===== config.mk =====
export PLATFORM = sky130hd
export DESIGN_NAME = fetch_prefetch_unit
export DESIGN_NICKNAME = d
export VERILOG_FILES = /design/src/rtl/cpu_fetch_pkg.sv /design/src/rtl/fetch_queue.sv /design/src/rtl/fetch_prefetch_unit.sv
export SDC_FILE = /design/constraint.sdc
export NUM_CORES = 1
export LEC_CHECK = 0
export CORE_MARGIN = 3
export CORE_UTILIZATION = 69
export DETAILED_ROUTE_END_ITERATION = 12
export DONT_BUFFER_PORTS = 1
export GPL_ROUTABILITY_DRIVEN = 0
export GPL_TIMING_DRIVEN = 0
export PLACE_DENSITY = 0.88
export REMOVE_ABC_BUFFERS = 1
export SLEW_MARGIN = 20
export SYNTH_ARGS = -nofsm -noshare
export SYNTH_HDL_FRONTEND = slang
export SYNTH_SLANG_ARGS = --single-unit

===== constraint.sdc =====
create_clock -name clk -period 5.9 [get_ports clk]
set_input_delay 0.59 -clock clk [delete_from_list [all_inputs] [get_ports clk]]
set_output_delay 0.59 -clock clk [all_outputs]
set_load 0.02 [all_outputs]

===== src/rtl/cpu_fetch_pkg.sv =====
// Shared definitions for the fetch/prefetch unit: size defaults, FSM
// encodings and a PC alignment helper.
package cpu_fetch_pkg;

  localparam int IMEM_AW_DEF = 6;
  localparam int QDEPTH_DEF  = 2;

  // FETCH: reading bytes from instruction memory.
  // HOLD:  a complete word is parked because the queue is full.
  typedef enum logic {
    FETCH = 1'b0,
    HOLD  = 1'b1
  } fetch_state_t;

  // Instructions are word aligned; redirect targets drop their low bits.
  function automatic logic [31:0] word_align(input logic [31:0] pc);
    return pc & 32'hFFFF_FFFC;
  endfunction

endpackage


===== src/rtl/fetch_queue.sv =====
// Small FIFO of {pc, word} entries sitting between fetch and decode.
// Flush has priority over push and pop; a push is accepted when the queue
// is not full or when a pop frees the head in the same cycle.
module fetch_queue #(
  parameter int QDEPTH = 2,
  parameter int CW     = $clog2(QDEPTH + 1)
) (
  input  logic          clk,
  input  logic          rst_n,
  input  logic          push,
  input  logic [31:0]   push_pc,
  input  logic [31:0]   push_word,
  input  logic          pop,
  input  logic          flush,
  output logic [31:0]   head_pc,
  output logic [31:0]   head_word,
  output logic [CW-1:0] count,
  output logic          full,
  output logic          empty
);

  localparam int PW = (QDEPTH > 1) ? $clog2(QDEPTH) : 1;

  logic [31:0]   r_pc   [QDEPTH];
  logic [31:0]   r_word [QDEPTH];
  logic [PW-1:0] r_rd_ptr;
  logic [PW-1:0] r_wr_ptr;
  logic [CW-1:0] r_count;
  logic          w_do_pop;
  logic          w_do_push;

  function automatic logic [PW-1:0] ptr_inc(input logic [PW-1:0] p);
    return (p == PW'(QDEPTH - 1)) ? '0 : p + PW'(1);
  endfunction

  assign empty     = (r_count == '0);
  assign full      = (r_count == CW'(QDEPTH));
  assign w_do_pop  = pop & ~empty;
  assign w_do_push = push & ~flush & (~full | w_do_pop);
  assign head_pc   = r_pc[r_rd_ptr];
  assign head_word = r_word[r_rd_ptr];
  assign count     = r_count;

  // Pointer and occupancy bookkeeping; flush empties the queue outright.
  always_ff @(posedge clk or negedge rst_n) begin
    if (!rst_n) begin
      r_rd_ptr <= '0;
      r_wr_ptr <= '0;
      r_count  <= '0;
    end else if (flush) begin
      r_rd_ptr <= '0;
      r_wr_ptr <= '0;
      r_count  <= '0;
    end else begin
      if (w_do_push) r_wr_ptr <= ptr_inc(r_wr_ptr);
      if (w_do_pop)  r_rd_ptr <= ptr_inc(r_rd_ptr);
      case ({w_do_push, w_do_pop})
        2'b10:   r_count <= r_count + CW'(1);
        2'b01:   r_count <= r_count - CW'(1);
        default: r_count <= r_count;
      endcase
    end
  end

  // Entry storage, written at the tail on an accepted push.
  always_ff @(posedge clk or negedge rst_n) begin
    if (!rst_n) begin
      for (int i = 0; i < QDEPTH; i++) begin
        r_pc[i]   <= '0;
        r_word[i] <= '0;
      end
    end else if (w_do_push) begin
      r_pc[r_wr_ptr]   <= push_pc;
      r_word[r_wr_ptr] <= push_word;
    end
  end

endmodule


===== src/rtl/fetch_prefetch_unit.sv =====
// Instruction fetch front end: reads one byte per cycle from a byte-wide
// instruction memory, assembles big-endian 32-bit words and queues them
// for decode. A redirect flushes everything and restarts at the target.
//
// Decode handshake: a word transfers on a rising edge where inst_valid and
// inst_ready are both 1; while inst_valid=1 and inst_ready=0 the head word
// and PC hold steady; inst_ready with inst_valid=0 is ignored.
module fetch_prefetch_unit
  import cpu_fetch_pkg::*;
#(
  parameter int IMEM_AW = IMEM_AW_DEF,
  parameter int QDEPTH  = QDEPTH_DEF
) (
  input  logic               clk,
  input  logic               rst_n,
  output logic               imem_rd,
  output logic [IMEM_AW-1:0] imem_addr,
  input  logic [7:0]         imem_rdata,
  input  logic               redirect,
  input  logic [31:0]        redirect_pc,
  output logic               inst_valid,
  input  logic               inst_ready,
  output logic [31:0]        inst_word,
  output logic [31:0]        inst_pc,
  output logic [1:0]         q_count,
  output logic               dbg_state
);

  localparam int CW = $clog2(QDEPTH + 1);

  fetch_state_t r_state;
  fetch_state_t w_state_nxt;
  logic [31:0]  r_fetch_pc;
  logic [31:0]  w_fetch_pc_nxt;
  logic [1:0]   r_byte_cnt;
  logic [1:0]   w_byte_cnt_nxt;
  logic [31:0]  r_asm;
  logic [31:0]  w_asm_nxt;
  logic [31:0]  w_word;
  logic         w_push;
  logic [31:0]  w_push_word;
  logic         w_pop;
  logic         w_full;
  logic         w_empty;
  logic [31:0]  w_head_pc;
  logic [31:0]  w_head_word;
  logic [CW-1:0] w_count;

  // The final byte arrives combinationally, so the complete word is the
  // upper three assembled bytes plus the current read data.
  assign w_word = {r_asm[31:8], imem_rdata};
  assign w_pop  = inst_valid & inst_ready;

  fetch_queue #(
    .QDEPTH (QDEPTH),
    .CW     (CW)
  ) u_queue (
    .clk       (clk),
    .rst_n     (rst_n),
    .push      (w_push),
    .push_pc   (r_fetch_pc),
    .push_word (w_push_word),
    .pop       (w_pop),
    .flush     (redirect),
    .head_pc   (w_head_pc),
    .head_word (w_head_word),
    .count     (w_count),
    .full      (w_full),
    .empty     (w_empty)
  );

  // State register for the fetch FSM and its datapath.
  always_ff @(posedge clk or negedge rst_n) begin
    if (!rst_n) begin
      r_state    <= FETCH;
      r_fetch_pc <= '0;
      r_byte_cnt <= '0;
      r_asm      <= '0;
    end else begin
      r_state    <= w_state_nxt;
      r_fetch_pc <= w_fetch_pc_nxt;
      r_byte_cnt <= w_byte_cnt_nxt;
      r_asm      <= w_asm_nxt;
    end
  end

  // Next-state logic: redirect overrides everything; otherwise assemble
  // bytes and push the finished word, parking it in HOLD if no slot is free.
  always_comb begin
    w_state_nxt    = r_state;
    w_fetch_pc_nxt = r_fetch_pc;
    w_byte_cnt_nxt = r_byte_cnt;
    w_asm_nxt      = r_asm;
    w_push         = 1'b0;
    w_push_word    = r_asm;
    if (redirect) begin
      w_state_nxt    = FETCH;
      w_fetch_pc_nxt = word_align(redirect_pc);
      w_byte_cnt_nxt = '0;
      w_asm_nxt      = '0;
    end else begin
      case (r_state)
        FETCH: begin
          case (r_byte_cnt)
            2'd0: begin
              w_asm_nxt[31:24] = imem_rdata;
              w_byte_cnt_nxt   = 2'd1;
            end
            2'd1: begin
              w_asm_nxt[23:16] = imem_rdata;
              w_byte_cnt_nxt   = 2'd2;
            end
            2'd2: begin
              w_asm_nxt[15:8] = imem_rdata;
              w_byte_cnt_nxt  = 2'd3;
            end
            default: begin
              if (!w_full || w_pop) begin
                w_push         = 1'b1;
                w_push_word    = w_word;
                w_fetch_pc_nxt = r_fetch_pc + 32'd4;
                w_byte_cnt_nxt = '0;
              end else begin
                w_asm_nxt   = w_word;
                w_state_nxt = HOLD;
              end
            end
          endcase
        end
        HOLD: begin
          if (!w_full || w_pop) begin
            w_push         = 1'b1;
            w_push_word    = r_asm;
            w_fetch_pc_nxt = r_fetch_pc + 32'd4;
            w_byte_cnt_nxt = '0;
            w_state_nxt    = FETCH;
          end
        end
        default: begin
          w_state_nxt = FETCH;
        end
      endcase
    end
  end

  // Outputs. The read strobe is gated by reset because the state register
  // rests in FETCH; the head fields read as zero whenever the queue is empty.
  assign imem_rd    = rst_n & (r_state == FETCH);
  assign imem_addr  = r_fetch_pc[IMEM_AW-1:0] + IMEM_AW'(r_byte_cnt);
  assign inst_valid = ~w_empty;
  assign inst_word  = w_empty ? 32'd0 : w_head_word;
  assign inst_pc    = w_empty ? 32'd0 : w_head_pc;
  assign q_count    = 2'(w_count);
  assign dbg_state  = r_state;

endmodule


==> flow_summary.json <==
{
  "fp.dieW_microns": 122,
  "syn_area_sq_mm": 0.00925,
  "wirelength_microns": 21800,
  "synthSimpleGateAreaFrac_pct": 13.3,
  "viasPerCell": 6.64,
  "clk_latency_ns": 0.44,
  "fin_skew_ns": 0.00812,
  "startpoint_type": "flip-flop",
  "postLayoutCoreUtil_pct": 77.4,
  "synth_edf_count": 0,
  "yosys.area_share.adder_pct": 0.676,
  "cts.path.max_buffers": 2,
  "irDropWorstVdd_mv": 0.313,
  "ios": 119,
  "dr_total_vias": 6464,
  "dp_slack_ns": 3.22,
  "critPathArrivalTime_ns": 2.14,
  "placed_cell_area_sq_mm": 0.00934,
  "numCtsBuffers": 17,
  "use_met1_pct": 39.2,
  "p_leak_nw": 4.42,
  "htree_levels": 4,
  "nets": 837,
  "drt-wirelength-per-cell_microns": 22.4,
  "worstPathRequired_ns": 5.31,
  "dr.pass1.iters": 5,
  "rows": 41,
  "async_flop_share_pct": 100,
  "tightest_slew_ns": 1.08,
  "cts_root_buffer": "clkbuf_16",
  "ys_warn_count": 0,
  "clkSlewWorstSetupHoldPaths_ns": 0.07,
  "powerDensity_mw_per_mm2": 391,
  "initial_core_util_pct": 71.8,
  "synth_seq_cells": 193,
  "grt_pass1_wl_microns": 35400,
  "max-slew-margin-rel_pct": 27.1,
  "syn_inst": 816,
  "synth-seq-area-share_pct": 52.2,
  "setup_ws_ns": 3.17,
  "cts_tree": "yes",
  "grt_pass1_vias": 6728,
  "grt.busiest_layer": "met2",
  "antenna_found_initial": 0,
  "hold_viol_final": 0,
  "slew_violations": 0,
  "ctsResizeCount": 0,
  "drc": 0,
  "synthXorXnorAreaFrac_pct": 1.04,
  "grt_max_degree": 194,
  "synth_compound_area_share_pct": 5.52,
  "gr-total-overflow": 0,
  "finalSetupViolCount": 0,
  "min_period_ns": 2.73,
  "fmax_ghz": 0.366,
  "drive_gt1_share_pct": 20.7,
  "min_path_type": "in -> reg",
  "synth_cell_types": 59,
  "grtUsageTotal_pct": 30.8,
  "rsz0062_at_grt": "false",
  "final_area_sq_mm": 0.00997,
  "grtUsageMet2_pct": 51.0,
  "clock_sinks": 193,
  "avgSynthCellArea_sq_um": 11.3,
  "met3_usage_pct": 7.47,
  "ys.flop_type": "dfrtp_1",
  "die_y_microns": 122,
  "finalCritPeriodShare_pct": 46.3,
  "coreArea_sq_mm": 0.0129,
  "drt_iter0_drc": 786,
  "maxCapViolCount": 0,
  "die_area_sq_mm": 0.0148,
  "status": "finished, final reports clean",
  "antenna_cells": 0,
  "synth_top_family_by_area": "multiplexers",
  "port_buffers": 0,
  "crit_path_end_kind": "primary output",
  "ant_nets": 0,
  "path_max_fanout": 37,
  "critPathKind": "reg -> out",
  "area_delta_synth_final_pct": 7.83,
  "synthMuxAreaShare_pct": 23.6,
  "hpwl_microns": 13400
}
==> critical path, cell delays in order, from the launching register on <==
cell     delay, ns
dfrtp_1       0.55
nor2_4        0.68
buf_12        0.28
nor2_1        0.16
==> layer usage <==
layer,wire (microns),vias to the layer above,part of all wire [%]
li1,-,2822,-
met1,8610,3327,40
met2,11100,258,51
met3,1480,57,6.8
met4,587,0,2.7
met5,0,-,0
==> Yosys cell counts, types with 5 or more instances <==
master | number | area share, %
ha_1 | 5 | 0.68
nor2_1 | 118 | 4.8
dfrtp_1 | 193 | 52
a31oi_1 | 10 | 0.68
nand4_1 | 7 | 0.47
nor2b_1 | 7 | 0.47
inv_1 | 7 | 0.28
buf_6 | 8 | 0.97
clkbuf_1 | 29 | 1.2
mux2_2 | 105 | 13
or4_1 | 7 | 0.57
nor4_1 | 5 | 0.34
nand3_1 | 20 | 1.1
buf_2 | 12 | 0.65
nand2_1 | 43 | 1.7
mux2i_1 | 95 | 10
o21ai_0 | 19 | 1.0
xnor2_1 | 7 | 0.66
nor3_1 | 11 | 0.60
a21oi_1 | 29 | 1.6
buf_1 | 8 | 0.32
==> path summary, 6_finish.rpt <==
| path | endpoint | slack, ns | startpoint | cells after the start |
|---|---|---|---|---|
| min in group asynchronous | r_fetch_pc[21]$_DFFE_PN0P_ | 0.24 | rst_n | 1 |
| setup reg to reg | u_queue.r_word[41]$_DFFE_PN0P_ | 3.17 | r_byte_cnt[0]$_DFF_PN0_ | 7 |
| max in group asynchronous | u_queue.r_rd_ptr$_DFFE_PN0P_ | 4.96 | rst_n | 1 |
| hold / removal | r_asm[9]$_DFFE_PN0P_ | 0.21 | redirect | 1 |
| hold reg to reg | u_queue.r_word[49]$_DFFE_PN0P_ | 0.50 | u_queue.r_word[49]$_DFFE_PN0P_ | 1 |
| setup / recovery | inst_pc[22] | 3.17 | u_queue.count[1]$_DFFE_PN0P_ | 3 |
==> placed cells by master, fill, tap and decap left out, types with 7 or more instances in the layout <==
cell type / n
dfrtp_1: 192
clkbuf_16: 17
or4_1: 7
inv_1: 7
mux2i_1: 95
o21ai_0: 19
mux2_2: 105
nand2_1: 43
nor2b_1: 7
xnor2_1: 7
nor2_1: 117
nor3_1: 11
nand3_1: 20
a21oi_1: 29
nand4_1: 7
a31oi_1: 10
==> logic make-up (layout without fill, tap and decap cells) <==
logic type	count (synthesis)	in the layout
multiplexers	204	204
buffers and inverters	68	52
XOR/XNOR	11	11
flip-flops	193	193
other	1	2
AND/OR/NAND/NOR	251	251
adder cells (fa/ha/maj)	5	5
AO/OA/AOI/OAI	83	83
==> flip-flops by register name, indices dropped and copies added (netlist names) <==
| register | cells |
|---|---|
| u_queue.count | 2 |
| r_fetch_pc | 30 |
| u_queue.r_wr_ptr | 1 |
| r_asm | 32 |
| dbg_state | 1 |
| r_byte_cnt | 2 |
| u_queue.r_word | 64 |
| u_queue.r_pc | 60 |
| u_queue.r_rd_ptr | 1 |
==> report_power, final <==
part	switching [mW]	leakage [nW]	internal (mW)
Sequential	0.243	2.54	1.64
Clock	0.501	0.293	0.673
Combinational	0.435	1.59	0.407
Total	1.18	4.42	2.72
==> what timing repair did <==
item / CTS / global route
hold buffers: 1 / 0
hold endpoints to repair: 193 / 0
buffers inserted: 0 / 0
endpoints found under the setup margin: 0 / 0
==> metrics by stage <==
step	power (mW)	hold WS (ns)	cells	TNS [ns]
after global routing	4.08	0.202	973	0
after floorplan	2.45	0.294	757	0
after global placement	2.60	0.301	929	-107.08
after CTS	3.89	0.208	973	0
final	3.90	0.214	973	0
after detailed placement	2.69	0.300	940	0
==> cell type report <==
class | instances | area [sq um]
Clock inverter | 10 | 124
Timing Repair Buffer | 12 | 174
Multi-Input combinational cell | 556 | 4110
Tap cell | 172 | 215
Sequential cell | 193 | 4830
Inverter | 8 | 30.0
Clock buffer | 22 | 484
Fill cell | 806 | 2900
No activity file was read; power rests on OpenSTA's default activity.
